<file path="src/rtl/clk_div_reconfig_ctrl_pkg.sv">
// Shared types and constants for the divider reconfiguration controller:
// FSM state encoding, IO register map, STAT/CTRL bit positions.
package clk_div_pkg;

   localparam int CDivCfgW = 12;
   localparam int CStatW   = 4;

   typedef enum logic [1:0] {
      StIdle   = 2'd0,
      StDrain  = 2'd1,
      StLoad   = 2'd2,
      StSettle = 2'd3
   } divStateT;

   localparam logic [1:0] COffCfg  = 2'd0;
   localparam logic [1:0] COffCtrl = 2'd1;
   localparam logic [1:0] COffStat = 2'd2;

   localparam logic [3:0] CSizeCfg  = 4'd2;
   localparam logic [3:0] CSizeCtrl = 4'd1;
   localparam logic [3:0] CSizeStat = 4'd1;

   localparam int CStatBusy = 0;
   localparam int CStatPend = 1;
   localparam int CStatTmo  = 2;
   localparam int CStatErr  = 3;

   localparam int CCtrlEnable = 0;
   localparam int CCtrlForce  = 1;
   localparam int CCtrlClear  = 2;

   // A zero integer divisor would stall the divider, so such writes are rejected.
   function automatic logic cfgIntLegal(input logic [CDivCfgW-1:0] cfg);
      return |cfg[CDivCfgW-1:4];
   endfunction

endpackage

</file>
<file path="src/rtl/clk_div_reconfig_ctrl_if.sv">
// IO bus bundle between the bus master and the divider reconfiguration controller.
interface clk_div_reconfig_ctrl_if;
   logic [15:0] AIoAddr;
   logic [63:0] AIoMosi;
   logic [3:0]  AIoWrSize;
   logic [3:0]  AIoRdSize;
   logic [63:0] AIoMiso;
   logic        AIoAddrAck;
   logic        AIoAddrErr;

   modport master (
      output AIoAddr, AIoMosi, AIoWrSize, AIoRdSize,
      input  AIoMiso, AIoAddrAck, AIoAddrErr
   );

   modport slave (
      input  AIoAddr, AIoMosi, AIoWrSize, AIoRdSize,
      output AIoMiso, AIoAddrAck, AIoAddrErr
   );
endinterface

</file>
<file path="src/rtl/clk_div_reconfig_regs.sv">
// IO decode for the reconfiguration controller: ack/err, CFG shadow and CTRL
// enable capture, CTRL strobes and the combinational STAT read mux.
module clk_div_reconfig_regs
   import clk_div_pkg::*;
#(
   parameter logic [15:0]         CAddrBase = 16'h0000,
   parameter logic [CDivCfgW-1:0] CDivReset = 12'h0A0
) (
   input  logic                   AClkH,
   input  logic                   AResetH,
   clk_div_reconfig_ctrl_if.slave io,
   input  logic [CStatW-1:0]      statBits,
   output logic [CDivCfgW-1:0]    shadowCfg,
   output logic                   enable,
   output logic                   cfgWr,
   output logic                   cfgBad,
   output logic                   forceStb,
   output logic                   clearStb
);
   logic [16:0]         offset;
   logic                inRange;
   logic                access;
   logic                legal;
   logic                selCfg;
   logic                selCtrl;
   logic                selStat;
   logic                ctrlWr;
   logic [CDivCfgW-1:0] shadowReg;
   logic                enableReg;
   logic                unusedMosi;

   always_comb begin
      // 17-bit subtraction so addresses below the base wrap to a large offset.
      offset  = {1'b0, io.AIoAddr} - {1'b0, CAddrBase};
      inRange = (offset < 17'd3);
      selCfg  = inRange && (offset[1:0] == COffCfg);
      selCtrl = inRange && (offset[1:0] == COffCtrl);
      selStat = inRange && (offset[1:0] == COffStat);
      access  = (io.AIoWrSize != 4'd0) || (io.AIoRdSize != 4'd0);
      legal   = (selCfg  && io.AIoWrSize == CSizeCfg  && io.AIoRdSize == 4'd0) ||
                (selCtrl && io.AIoWrSize == CSizeCtrl && io.AIoRdSize == 4'd0) ||
                (selStat && io.AIoRdSize == CSizeStat && io.AIoWrSize == 4'd0);

      io.AIoAddrAck = inRange && access && legal;
      io.AIoAddrErr = inRange && access && !legal;

      cfgWr    = selCfg && legal && cfgIntLegal(io.AIoMosi[CDivCfgW-1:0]);
      cfgBad   = selCfg && legal && !cfgIntLegal(io.AIoMosi[CDivCfgW-1:0]);
      ctrlWr   = selCtrl && legal;
      forceStb = ctrlWr && io.AIoMosi[CCtrlForce];
      clearStb = ctrlWr && io.AIoMosi[CCtrlClear];

      io.AIoMiso = '0;
      if (selStat && legal) begin
         io.AIoMiso[CStatW-1:0] = statBits;
      end
   end

   assign unusedMosi = ^io.AIoMosi[63:CDivCfgW];

   always_ff @(posedge AClkH) begin
      if (AResetH) begin
         shadowReg <= CDivReset;
         enableReg <= 1'b1;
      end else begin
         if (cfgWr) begin
            shadowReg <= io.AIoMosi[CDivCfgW-1:0];
         end
         if (ctrlWr) begin
            enableReg <= io.AIoMosi[CCtrlEnable];
         end
      end
   end

   assign shadowCfg = shadowReg;
   assign enable    = enableReg;

endmodule

</file>
<file path="src/rtl/clk_div_reconfig_ctrl.sv">
// Glitch-free fractional divider reprogramming: shadow -> drain to period boundary
// -> load -> settle. CLK_DIV_RECONFIG_GATE_EN masks clock enables during switchover.
module clk_div_reconfig_ctrl
   import clk_div_pkg::*;
#(
   parameter logic [15:0]         CAddrBase     = 16'h0000,
   parameter logic [CDivCfgW-1:0] CDivReset     = 12'h0A0,
   parameter int                  CDrainTmoW    = 10,
   parameter logic [7:0]          CSettleCycles = 8'd16
) (
   input  logic                   AClkH,
   input  logic                   AResetH,
   clk_div_reconfig_ctrl_if.slave io,
   input  logic                   ADivTerm,
   input  logic                   AClkEnI,
   output logic [CDivCfgW-1:0]    ADivCfg,
   output logic                   ADivLoad,
   output logic                   AClkEnO,
   output logic                   ABusy
);
   localparam logic [CDrainTmoW-1:0] CTmoMax = '1;

   divStateT              stateReg, stateNext;
   logic [CDrainTmoW-1:0] tmoCntReg, tmoCntNext;
   logic [7:0]            settleCntReg, settleCntNext;
   logic [CDivCfgW-1:0]   divCfgReg, divCfgNext;
   logic                  pendingReg, pendingNext;
   logic                  tmoFlagReg, tmoFlagNext;
   logic                  errFlagReg, errFlagNext;
   logic                  tmoSet;
   logic                  busy;
   logic [CDivCfgW-1:0]   shadowCfg;
   logic                  enable, cfgWr, cfgBad, forceStb, clearStb;
   logic [CStatW-1:0]     statBits;

   assign busy     = (stateReg != StIdle);
   assign statBits = {errFlagReg, tmoFlagReg, pendingReg, busy};

   clk_div_reconfig_regs #(
      .CAddrBase (CAddrBase),
      .CDivReset (CDivReset)
   ) uRegs (
      .AClkH     (AClkH),
      .AResetH   (AResetH),
      .io        (io),
      .statBits  (statBits),
      .shadowCfg (shadowCfg),
      .enable    (enable),
      .cfgWr     (cfgWr),
      .cfgBad    (cfgBad),
      .forceStb  (forceStb),
      .clearStb  (clearStb)
   );

   always_ff @(posedge AClkH) begin
      if (AResetH) begin
         stateReg     <= StIdle;
         tmoCntReg    <= '0;
         settleCntReg <= '0;
         divCfgReg    <= CDivReset;
         pendingReg   <= 1'b0;
         tmoFlagReg   <= 1'b0;
         errFlagReg   <= 1'b0;
      end else begin
         stateReg     <= stateNext;
         tmoCntReg    <= tmoCntNext;
         settleCntReg <= settleCntNext;
         divCfgReg    <= divCfgNext;
         pendingReg   <= pendingNext;
         tmoFlagReg   <= tmoFlagNext;
         errFlagReg   <= errFlagNext;
      end
   end

   always_comb begin
      stateNext = stateReg;
      tmoSet    = 1'b0;
      case (stateReg)
         StIdle: begin
            // A CFG write this cycle counts as pending so DRAIN starts next cycle.
            if ((pendingReg || cfgWr) && enable) begin
               stateNext = forceStb ? StLoad : StDrain;
            end
         end
         StDrain: begin
            if (ADivTerm || forceStb) begin
               stateNext = StLoad;
            end else if (tmoCntReg == CTmoMax) begin
               stateNext = StLoad;
               tmoSet    = 1'b1;
            end else if (!enable) begin
               stateNext = StIdle;
            end
         end
         StLoad:   stateNext = StSettle;
         StSettle: if (settleCntReg == 8'd0) stateNext = StIdle;
         default:  stateNext = StIdle;
      endcase

      // Counter holds the number of DRAIN cycles so far, so all-ones means 2**W-1 cycles.
      tmoCntNext = tmoCntReg;
      if (stateReg == StDrain) begin
         tmoCntNext = tmoCntReg + 1'b1;
      end else if (stateNext == StDrain) begin
         tmoCntNext = CDrainTmoW'(1);
      end

      settleCntNext = settleCntReg;
      if (stateReg == StLoad) begin
         settleCntNext = CSettleCycles - 8'd1;
      end else if (stateReg == StSettle && settleCntReg != 8'd0) begin
         settleCntNext = settleCntReg - 8'd1;
      end

      divCfgNext  = (stateReg == StLoad) ? shadowCfg : divCfgReg;
      pendingNext = cfgWr ? 1'b1 : ((stateReg == StLoad) ? 1'b0 : pendingReg);
      tmoFlagNext = tmoSet ? 1'b1 : (clearStb ? 1'b0 : tmoFlagReg);
      errFlagNext = cfgBad ? 1'b1 : (clearStb ? 1'b0 : errFlagReg);
   end

   always_comb begin
      ADivCfg  = divCfgReg;
      ADivLoad = (stateReg == StLoad);
      ABusy    = busy;
`ifdef CLK_DIV_RECONFIG_GATE_EN
      AClkEnO  = AClkEnI & ~((stateReg == StLoad) | (stateReg == StSettle));
`else
      AClkEnO  = AClkEnI;
`endif
   end

endmodule

</file>
<file path="src/flat_wrapper.sv">
// flat-port wrapper written by rule: the top's interface ports become plain ports
module clk_div_reconfig_ctrl_flat import clk_div_pkg::*;
#(
   parameter logic [15:0]         CAddrBase     = 16'h0000,
   parameter logic [CDivCfgW-1:0] CDivReset     = 12'h0A0,
   parameter int                  CDrainTmoW    = 10,
   parameter logic [7:0]          CSettleCycles = 8'd16
)
  (AClkH, AResetH, ADivTerm, AClkEnI, ADivCfg, ADivLoad, AClkEnO, ABusy, io_AIoAddr, io_AIoMosi, io_AIoWrSize, io_AIoRdSize, io_AIoMiso, io_AIoAddrAck, io_AIoAddrErr);
  clk_div_reconfig_ctrl_if io_i ();
  input  logic AClkH;
  input  logic AResetH;
  input  logic ADivTerm;
  input  logic AClkEnI;
  output logic [CDivCfgW-1:0] ADivCfg;
  output logic ADivLoad;
  output logic AClkEnO;
  output logic ABusy;
  input wire logic [$bits(io_i.AIoAddr)-1:0] io_AIoAddr;
  input wire logic [$bits(io_i.AIoMosi)-1:0] io_AIoMosi;
  input wire logic [$bits(io_i.AIoWrSize)-1:0] io_AIoWrSize;
  input wire logic [$bits(io_i.AIoRdSize)-1:0] io_AIoRdSize;
  output wire logic [$bits(io_i.AIoMiso)-1:0] io_AIoMiso;
  output wire logic [$bits(io_i.AIoAddrAck)-1:0] io_AIoAddrAck;
  output wire logic [$bits(io_i.AIoAddrErr)-1:0] io_AIoAddrErr;
  assign io_i.AIoAddr = io_AIoAddr;
  assign io_i.AIoMosi = io_AIoMosi;
  assign io_i.AIoWrSize = io_AIoWrSize;
  assign io_i.AIoRdSize = io_AIoRdSize;
  assign io_AIoMiso = io_i.AIoMiso;
  assign io_AIoAddrAck = io_i.AIoAddrAck;
  assign io_AIoAddrErr = io_i.AIoAddrErr;
  clk_div_reconfig_ctrl #(.CAddrBase(CAddrBase), .CDivReset(CDivReset), .CDrainTmoW(CDrainTmoW), .CSettleCycles(CSettleCycles)) u_core (.AClkH(AClkH), .AResetH(AResetH), .io(io_i), .ADivTerm(ADivTerm), .AClkEnI(AClkEnI), .ADivCfg(ADivCfg), .ADivLoad(ADivLoad), .AClkEnO(AClkEnO), .ABusy(ABusy));
endmodule
</file>
<file path="config.mk">
export PLATFORM = sky130hd
export DESIGN_NAME = clk_div_reconfig_ctrl_flat
export DESIGN_NICKNAME = d
export VERILOG_FILES = /design/src/rtl/clk_div_reconfig_ctrl_pkg.sv /design/src/rtl/clk_div_reconfig_ctrl_if.sv /design/src/rtl/clk_div_reconfig_regs.sv /design/src/rtl/clk_div_reconfig_ctrl.sv /design/src/flat_wrapper.sv
export SDC_FILE = /design/constraint.sdc
export NUM_CORES = 1
export LEC_CHECK = 0
export ABC_AREA = 1
export ABC_CLOCK_PERIOD_IN_PS = 1550
export CAP_MARGIN = 0
export CORE_MARGIN = 2
export CORE_UTILIZATION = 35
export CTS_BUF_LIST = sky130_fd_sc_hd__clkbuf_8
export DETAILED_ROUTE_END_ITERATION = 8
export PLACE_DENSITY = 0.88
export SLEW_MARGIN = 20
export SYNTH_ARGS = -nofsm -noshare
export SYNTH_HDL_FRONTEND = slang
export SYNTH_SLANG_ARGS = --single-unit
</file>
<file path="constraint.sdc">
create_clock -name AClkH -period 1.55 [get_ports AClkH]
set_input_delay 0.2325 -clock AClkH [delete_from_list [all_inputs] [get_ports AClkH]]
set_output_delay 0.2325 -clock AClkH [all_outputs]
set_load 0.02 [all_outputs]
</file>
# == Word level (Yosys, flattened, before mapping) ==
# Cells that the tools add are included.
# totals
in_bits,92
elab_cells,87
output_inout_bits,81
reg_bits,48
# op_classes
n_mux,20
reduce_logical,44
addsub,2
n_lt_le_gt_ge,1
n_eq_ne,10
# op_table
op,count
$logic_and A1 B1 Y1,21
$mux W10,2
$lt A16 B2 Y1 const B,1
$mux W2,6
$mux W4,3
$reduce_bool A2 Y1,6
$add A10 B1 Y10 const B,1
$eq A10 B10 Y1 const B,1
$eq A4 B1 Y1 const B,2
$logic_not A4 Y1,2
$logic_not A8 Y1,1
$mux W1,8
$pmux W2 S4,1
$reduce_bool A4 Y1,2
$reduce_bool A8 Y1,1
$reduce_or A8 Y1,1
$sub A8 B1 Y8 const B,1
$eq A2 B1 Y1 const B,3
$eq A2 B2 Y1 const B,3
$logic_or A1 B1 Y1,5
$eq A4 B2 Y1 const B,1
$logic_not A2 Y1,2
$logic_not A1 Y1,2
$reduce_or A2 Y1,1

# == Depth between registers and ports, before layout ==
# Gate-level depths: netlist (run 1).
# logic_depth
depth_word,15
mapped_depth,15
ltp_nobuf,15

# == Modules after synthesis ==
# A second synthesis (run 1) with hierarchy kept.
# hier_totals
hier_cells,413
area_unflattened_um2,2902.8
# modules_own_cells
mod,seq_area_each_um2,area_each_um2,cells_each,n_inst
clk_div_reconfig_ctrl,700.7,1602.8,226,1
clk_div_reconfig_regs,260.2,1300.0,187,1

# == Worst setup path before layout (run 1) ==
# No wires, ideal clock.
# synth_path
path_type,reg2reg
startpoint,register u_core.settleCntReg[0]
endpoint,register u_core.settleCntReg[4]
setup_slack_ns,-0.108
synth_period_minus_slack_ns,1.658
t_required_ns,1.428
arrival_ns,1.537
path_stages_with_launch,12
n_path_buf,0
setup_ns,0.122
cell_sequence,dfxtp_1 > inv_1 > ha_1 > nand3_1 > nor2_1 > nor2_1 > nand2_1 > inv_1 > nand2_1 > or2_2 > o21ai_0 > a21oi_1
# synth_between
elab_chain_cells,2
elab_cells_between_ends,3
cone_classes,add/sub (1); reduce/logical (2)
# synth_rtl
element,line_no,text
start: declaration,clk_div_reconfig_ctrl.sv:25,"logic [7:0] settleCntReg, settleCntNext;"
start signal: assignment,clk_div_reconfig_ctrl.sv:67,settleCntReg <= settleCntNext;
"parallel branches: the longest is 2 deep, another holds $sub A8 B1 Y8",n/a,
# Several ways; the timed one is not identified.
# A chain may end at the register's enable or synchronous reset.

# == Worst setup path after layout (run 1) ==
# layout_path
startpoint,register u_core.tmoCntReg[1]
endpoint,register u_core.tmoCntReg[5]
# layout_between
elab_chain_cells,6
elab_cells_between_ends,8
cone_classes,add/sub (1); eq/ne (2); mux (4); reduce/logical (1)
# layout_rtl
element,line_no,text
start: declaration,clk_div_reconfig_ctrl.sv:24,"logic [CDrainTmoW-1:0] tmoCntReg, tmoCntNext;"
start signal: assignment,clk_div_reconfig_ctrl.sv:66,tmoCntReg <= tmoCntNext;
$eq A10 B10 Y1,clk_div_reconfig_ctrl.sv:88,end else if (tmoCntReg == CTmoMax) begin
$mux W2,clk_div_reconfig_ctrl.sv:88,
$mux W2,clk_div_reconfig_ctrl.sv:86,if (ADivTerm || forceStb) begin
$pmux W2 S4,clk_div_reconfig_ctrl.sv:78,case (stateReg)
$eq A2 B1 Y1,clk_div_reconfig_ctrl.sv:104,end else if (stateNext == StDrain) begin
$reduce_bool A2 Y1 (no source line),n/a,
# Several ways; a longest one is shown, not always the timed one.

==> results of run 1 <==
[flip-flops by register name, indices dropped and copies added, names as in the netlist]
name and flops:
u_core.pendingReg 1, u_core.settleCntReg 8, u_core.tmoCntReg 10, u_core.uRegs.enable 1, u_core.errFlagReg 1, u_core.ADivCfg 12
u_core.stateReg 2, u_core.uRegs.shadowCfg 12, u_core.tmoFlagReg 1
[per-stage QoR]
stage | power (mW) | TNS (ps)
after floorplan | 1.55 | -1.40
after global placement | 1.56 | -17990
after detailed placement | 1.57 | -21010
after CTS | 2.25 | -1360
after global routing | 2.37 | -4940
final | 2.28 | -3130
[path summary, 6_finish.rpt]
check | end | from | slack, ps
setup / recovery | u_core.tmoCntReg[5] | u_core.tmoCntReg[1] | -290
hold / removal | u_core.uRegs.shadowCfg[10] | io_AIoMosi[10] | 340
setup reg to reg | u_core.tmoCntReg[5] | u_core.tmoCntReg[1] | -290
hold reg to reg | u_core.uRegs.shadowCfg[9] | u_core.uRegs.shadowCfg[9] | 470
[cells in the final DEF (no fill, tap or decap), types with 2 or more instances in the layout]
master,count
ha_4,2
nand3_1,21
nand2_1,48
o21ai_1,2
dlygate4sd2_1,4
clkbuf_2,7
nand2_2,14
clkdlybuf4s50_1,24
dfxtp_2,7
nor3_1,3
nor2_1,33
a21oi_1,18
o21ai_0,19
dfxtp_1,40
a31oi_1,2
inv_2,10
nor3_2,2
o21a_1,2
inv_1,41
nand3_4,3
nor2_4,18
conb_1,60
nand3_2,6
nor2_2,16
o21ai_2,3
buf_2,10
buf_4,60
nand2_4,4
buf_6,22
clkbuf_8,5
a21oi_2,11
nand4_1,7
[final cells by class]
cell class                      count  area share
Multi-Input combinational cell    305       0.418
Timing Repair Buffer              129       0.256
Sequential cell                    48       0.229
Inverter                           52      0.0466
Tap cell                          102      0.0301
Clock buffer                        5      0.0162
Clock inverter                      2     0.00295
[logic make-up (layout without fill, tap and decap cells)]
group / after synthesis / in the layout
AOI/OAI and AO/OA: 60 / 60
buffers and inverters: 122 / 188
adders and majority gates: 3 / 3
DFF: 48 / 48
other: 1 / 60
and+or+nand+nor: 181 / 182
[report_power, final]
group	leakage [nW]	internal (mW)	switching (mW)	total [mW]
Clock	0.0400	0.306	0.415	0.721
Sequential	0.391	1.23	0.000000398	1.23
Combinational	1.47	0.103	0.230	0.332
Total	1.90	1.64	0.644	2.28
[worst max-delay path: cells and delay by family, from the launching register on]
kind                     cells  cell delay, ps
buffers and inverters        2             110
flip-flops                   1             360
AND/OR/NAND/NOR              8             920
adder cells (fa/ha/maj)      1             170
AO/OA/AOI/OAI                2             160
[timing repair]
action                                 in CTS  in global routing
cloned                                      1                  0
endpoints found under the hold margin       0                  0
resized for setup                         151                 91
pin swaps                                  49                 36
setup endpoints to repair                  42                 49
buffers inserted                           14                 11
hold buffers                                0                  0
[metal layers]
layer | wire (µm) | part of all wire | up-vias
li1 | - | - | 1448
met1 | 3280 | 0.36 | 1442
met2 | 4770 | 0.53 | 172
met3 | 590 | 0.066 | 44
met4 | 358 | 0.040 | 0
met5 | 0 | 0 | -
==> results.yml, run 1 <==
final_layout:
  layout.cells.non_filler: 643
  utilization: 0.546
  multi_input_area_um2: 1780
  drive_gt1_frac: 0.390
  final_area_um2: 4240
  areaGrowthSynthToFinish_pct: 50.8
  seqCellArea_um2: 973
  fillers: 645
  antennaDiodeCount: 0
  fin_nets: 636
logic_synthesis:
  synthSimpleGateAreaFrac: 0.286
  synth_seq_cells: 48
  synthTopCellsByCount: "64 x nor2_1, 62 x nand2_1, 61 x buf_4, 51 x inv_1, 48 x dfxtp_1"
  synth_edf_count: 0
  postSynth.asyncResetShare: 0
  synthDominantCellAreaShare: 0.341
  synth_seq_area_share: 0.341
  synthesis.yosys.warnings: 0
  synth_ff_type: "dfxtp_1"
  synth_top_family_by_area: "simple AND/OR/NAND/NOR gates"
  synth_compound_area_frac: 0.113
  synthXorXnorAreaFrac: 0
  avgSynthCellArea_um2: 6.78
  netlist_area_um2: 2810
  synth.most_common_cell: "nor2_1"
  synth_fa_ha_area_frac: 0.0133
  synth_area_leader_cell: "dfxtp_1"
  synth.distinct_cells: 30
  synth.area.mux_share: 0
  synth_area_leaders: "dfxtp_1 34%, buf_4 16%, nor2_1 8.5%"
  synthCells: 415
global_routing:
  gr-usage-met1: 0.210
  grt-busiest-layer: "met2"
  antenna_found_initial: 0
  use_met2: 0.344
  grt_pass1_vias: 2879
  grt-ovfl-total: 0
  grt_max_degree: 25
  grt_first_pass_wirelength_um: 13100
  grtUsageTotal: 0.182
  met3_usage: 0.0337
die:
  coreArea_um2: 7770
  die_w_um: 93.7
  start_util: 0.362
  fp.dieH_um: 93.7
  fp-row-count: 32
  die_area_um2: 8770
  io_pins: 173
detailed_routing:
  route.antenna.remaining_nets: 0
  drt_wl_total_um: 9000
  dr.pass1.iters: 5
  drc: 0
  vias_per_cell: 4.83
  routedWlPerCell_um: 14.0
  num_vias: 3106
  drtIter0Drc: 202
timing:
  max_freq_mhz: 544
  fin_crit_sh: 1.19
  fin_ws_ps: -289
  min_period_ps: 1840
  whs_ps: 339
  slew_viol_final: 0
  hold_viol_final: 0
  setup_viol: 23
  rsz0062_at_grt: "true"
  fin_skew_ps: 7.48
worst_setup_path:
  cp.arrival_ps: 2020
  worstPathMaxFanout: 5
  crit_top_cell: "nand3_1"
  critPathLaunchType: "flip-flop"
  reg2reg_depth: 13
  end_kind: "flip-flop"
  slowest_delay_ps: 360
  worst_ep_required_time_ps: 1730
  path_class: "flip-flop to flip-flop"
  crit_path_top_delay_cell: "dfxtp_4"
  path_cells: "ha_4, nand3_4, inv_2, nand4_1, o21ai_1, inv_1, nand3_1, nand2_1, nand2_2, nor2_4, nand2_4, nand3_1, a21oi_1"
job:
  max-cap-violations: 0
status:
  violations: "setup timing"
  status: "complete, but fails checks"
clocking:
  clk_path_buf_depth: 2
  ctsHtreeMaxLevel: 2
  cts.clk_slew.worst_paths_ps: 90
  insertion_delay_ps: 300
  cts_root_buffer: "clkbuf_8"
  cts.sink_count: 48
  cts_buffers: 5
  cts_tree: "built"
power:
  cellLeakagePower_nw: 1.90
  ir_drop_uv: 646
  power.density_nw_per_um2: 538
placement:
  placed_cell_area_um2: 3640
  dp_hpwl_um: 5320
  globalplace.congestion: 0.869
  place_ws_ps: -838
  placed_cells: 612
  io_buffers: 58
worst_hold_path:
  hold_path_depth: 3
  hp-class: "input pin to flip-flop"
No activity file was read; power rests on OpenSTA's default activity.
==> run 2: changes to the inputs <==
--- a/config.mk
+++ b/config.mk
@@ -6,13 +6,14 @@
 export NUM_CORES = 1
 export LEC_CHECK = 0
 export ABC_AREA = 1
-export ABC_CLOCK_PERIOD_IN_PS = 1550
+export ABC_CLOCK_PERIOD_IN_PS = 2100
 export CAP_MARGIN = 0
 export CORE_MARGIN = 2
-export CORE_UTILIZATION = 35
+export CORE_UTILIZATION = 38
 export CTS_BUF_LIST = sky130_fd_sc_hd__clkbuf_8
 export DETAILED_ROUTE_END_ITERATION = 8
-export PLACE_DENSITY = 0.88
+export PLACE_DENSITY = 0.9
+export RECOVER_POWER = 100
 export SLEW_MARGIN = 20
 export SYNTH_ARGS = -nofsm -noshare
 export SYNTH_HDL_FRONTEND = slang
==> constraint.sdc (replaced) <==
create_clock -name AClkH -period 2.1 [get_ports AClkH]
set_input_delay 0.315 -clock AClkH [delete_from_list [all_inputs] [get_ports AClkH]]
set_output_delay 0.315 -clock AClkH [all_outputs]
set_load 0.02 [all_outputs]
==> results.yml, run 2 (synthesis gave the netlist of run 1 again) <==
status:
  status: "finished, final reports clean"
clocking:
  cts_tree: "built"
  cts_buffers: 5
  cts.clk_slew.worst_paths_ps: 100
  ctsHtreeMaxLevel: 2
  cts_root_buffer: "clkbuf_8"
  insertion_delay_ps: 310
  clk_path_buf_depth: 2
  cts.sink_count: 48
final_layout:
  areaGrowthSynthToFinish_pct: 32.0
  layout.cells.non_filler: 597
  final_area_um2: 3710
  fin_nets: 592
  drive_gt1_frac: 0.157
  antennaDiodeCount: 0
  final_cell_mix: "60 x nand2_1, 60 x conb_1, 55 x nor2_1, 49 x inv_1, 48 x dfxtp_1"
global_routing:
  grt_max_degree: 25
  grt-ovfl-total: 0
  antenna_found_initial: 0
  grt_pass1_vias: 2561
  grt_first_pass_wirelength_um: 10600
  grtUsageTotal: 0.155
power:
  clkPwrFrac: 0.348
  cellLeakagePower_nw: 1.81
  switching_share: 0.276
  comb_power_share: 0.131
  p_int_mw: 1.26
  ir_drop_uv: 343
  power.density_nw_per_um2: 470
  total_power_mw: 1.75
  pwr-share-seq: 0.521
  p_sw_mw: 0.482
timing:
  fin_ws_ps: 60.0
  fin_skew_ps: 13.4
  fin_crit_sh: 0.971
  slew_viol_final: 0
  setup_viol: 0
  whs_ps: 464
  min_period_ps: 2040
  max_freq_mhz: 490
  hold_viol_final: 0
  tightest_slew_ps: 566
  slew_headroom: 0.622
worst_setup_path:
  r2r_slack_ps: 150
  r2r_start: "u_core.settleCntReg[0]"
  reg2reg_depth: 11
  r2r_end: "u_core.tmoCntReg[6]"
  end_kind: "output port"
  worst_ep_required_time_ps: 1780
  cp.arrival_ps: 1730
  path_class: "flip-flop to output port"
  worstPathMaxFanout: 3
  critPathLaunchType: "flip-flop"
die:
  die_w_um: 90.1
  coreArea_um2: 7210
  fp-row-count: 31
  fp.dieH_um: 90.1
  die_area_um2: 8110
  io_pins: 173
  start_util: 0.390
detailed_routing:
  num_vias: 2777
  vias_per_cell: 4.65
  route.antenna.remaining_nets: 0
  drt_wl_total_um: 7020
  dr.pass1.iters: 4
  routedWlPerCell_um: 11.8
  drtIter0Drc: 109
  drc: 0
placement:
  placed_cells: 584
  globalplace.congestion: 0.851
  io_buffers: 58
  place_ws_ps: -427
  placed_cell_area_um2: 3420
  dp_hpwl_um: 4950
worst_hold_path:
  hold_end: "u_core.ADivCfg[7]"
  hold_path_depth: 2
  hp-class: "flip-flop to flip-flop"
  min-delay-start: "u_core.ADivCfg[7]"
job:
  max-cap-violations: 0
run 2: worst max-delay path by stage:
stage                      startpoint                  end  slack, ps  cells after the start
6_report           u_core.stateReg[1]             ADivLoad         60                      3
5_1_grt        u_core.settleCntReg[0]  u_core.tmoCntReg[6]        -30                     11
3_3_place_gp           io_AIoAddr[15]        io_AIoMiso[2]       -360                      9
4_1_cts                io_AIoAddr[15]        io_AIoMiso[2]          1                      9
2_1_floorplan          io_AIoAddr[15]  u_core.tmoCntReg[0]        410                     14
3_5_place_dp           io_AIoAddr[15]        io_AIoMiso[2]       -430                      9
run 2: stage by stage:
stage	utilization	setup TNS [ps]
CTS	0.490	0
floorplan	-	0
detailed placement	0.474	-5230
global route	0.515	-129
finish	0.515	0
global placement	0.474	-3640
run 2: what timing repair did:
action	4_1_cts	5_1_grt
hold buffers	0	0
gates resized for setup	22	55
pin swaps	0	31
buffers inserted	0	4
gates cloned	0	1
endpoints found under the setup margin	6	17
run 2: cell type report:
| cell class | count | area (µm²) |
|---|---|---|
| clock buffer | 6 | 82.6 |
| fill | 662 | 3500 |
| timing repair buffer | 85 | 803 |
| inverter | 52 | 195 |
| clock inverter | 2 | 17.5 |
| sequential | 48 | 961 |
| multi-input combinational | 305 | 1530 |
| tap | 99 | 124 |
run 2: power by group through the flow:
stage                     clock network, mW  registers [mW]  logic, mW
after floorplan                           0           0.931      0.214
after CTS                             0.609           0.909      0.224
after detailed placement                  0           0.931      0.222
after global placement                    0           0.931      0.220
final                                 0.608           0.909      0.229
after global routing                  0.648           0.910      0.242
run 2: critical path: stages (launching register included):
cell and delay [ps]:
dfxtp_1 380, inv_1 100, nor2_1 280, clkdlybuf4s50_1 670
run 2: layer usage:
| metal | routed length [µm] | GRT usage |
|---|---|---|
| met1 | 2830 | 0.176 |
| met2 | 3510 | 0.280 |
| met3 | 483 | 0.0360 |
| met4 | 191 | 0.0590 |
| met5 | 0 | 0 |
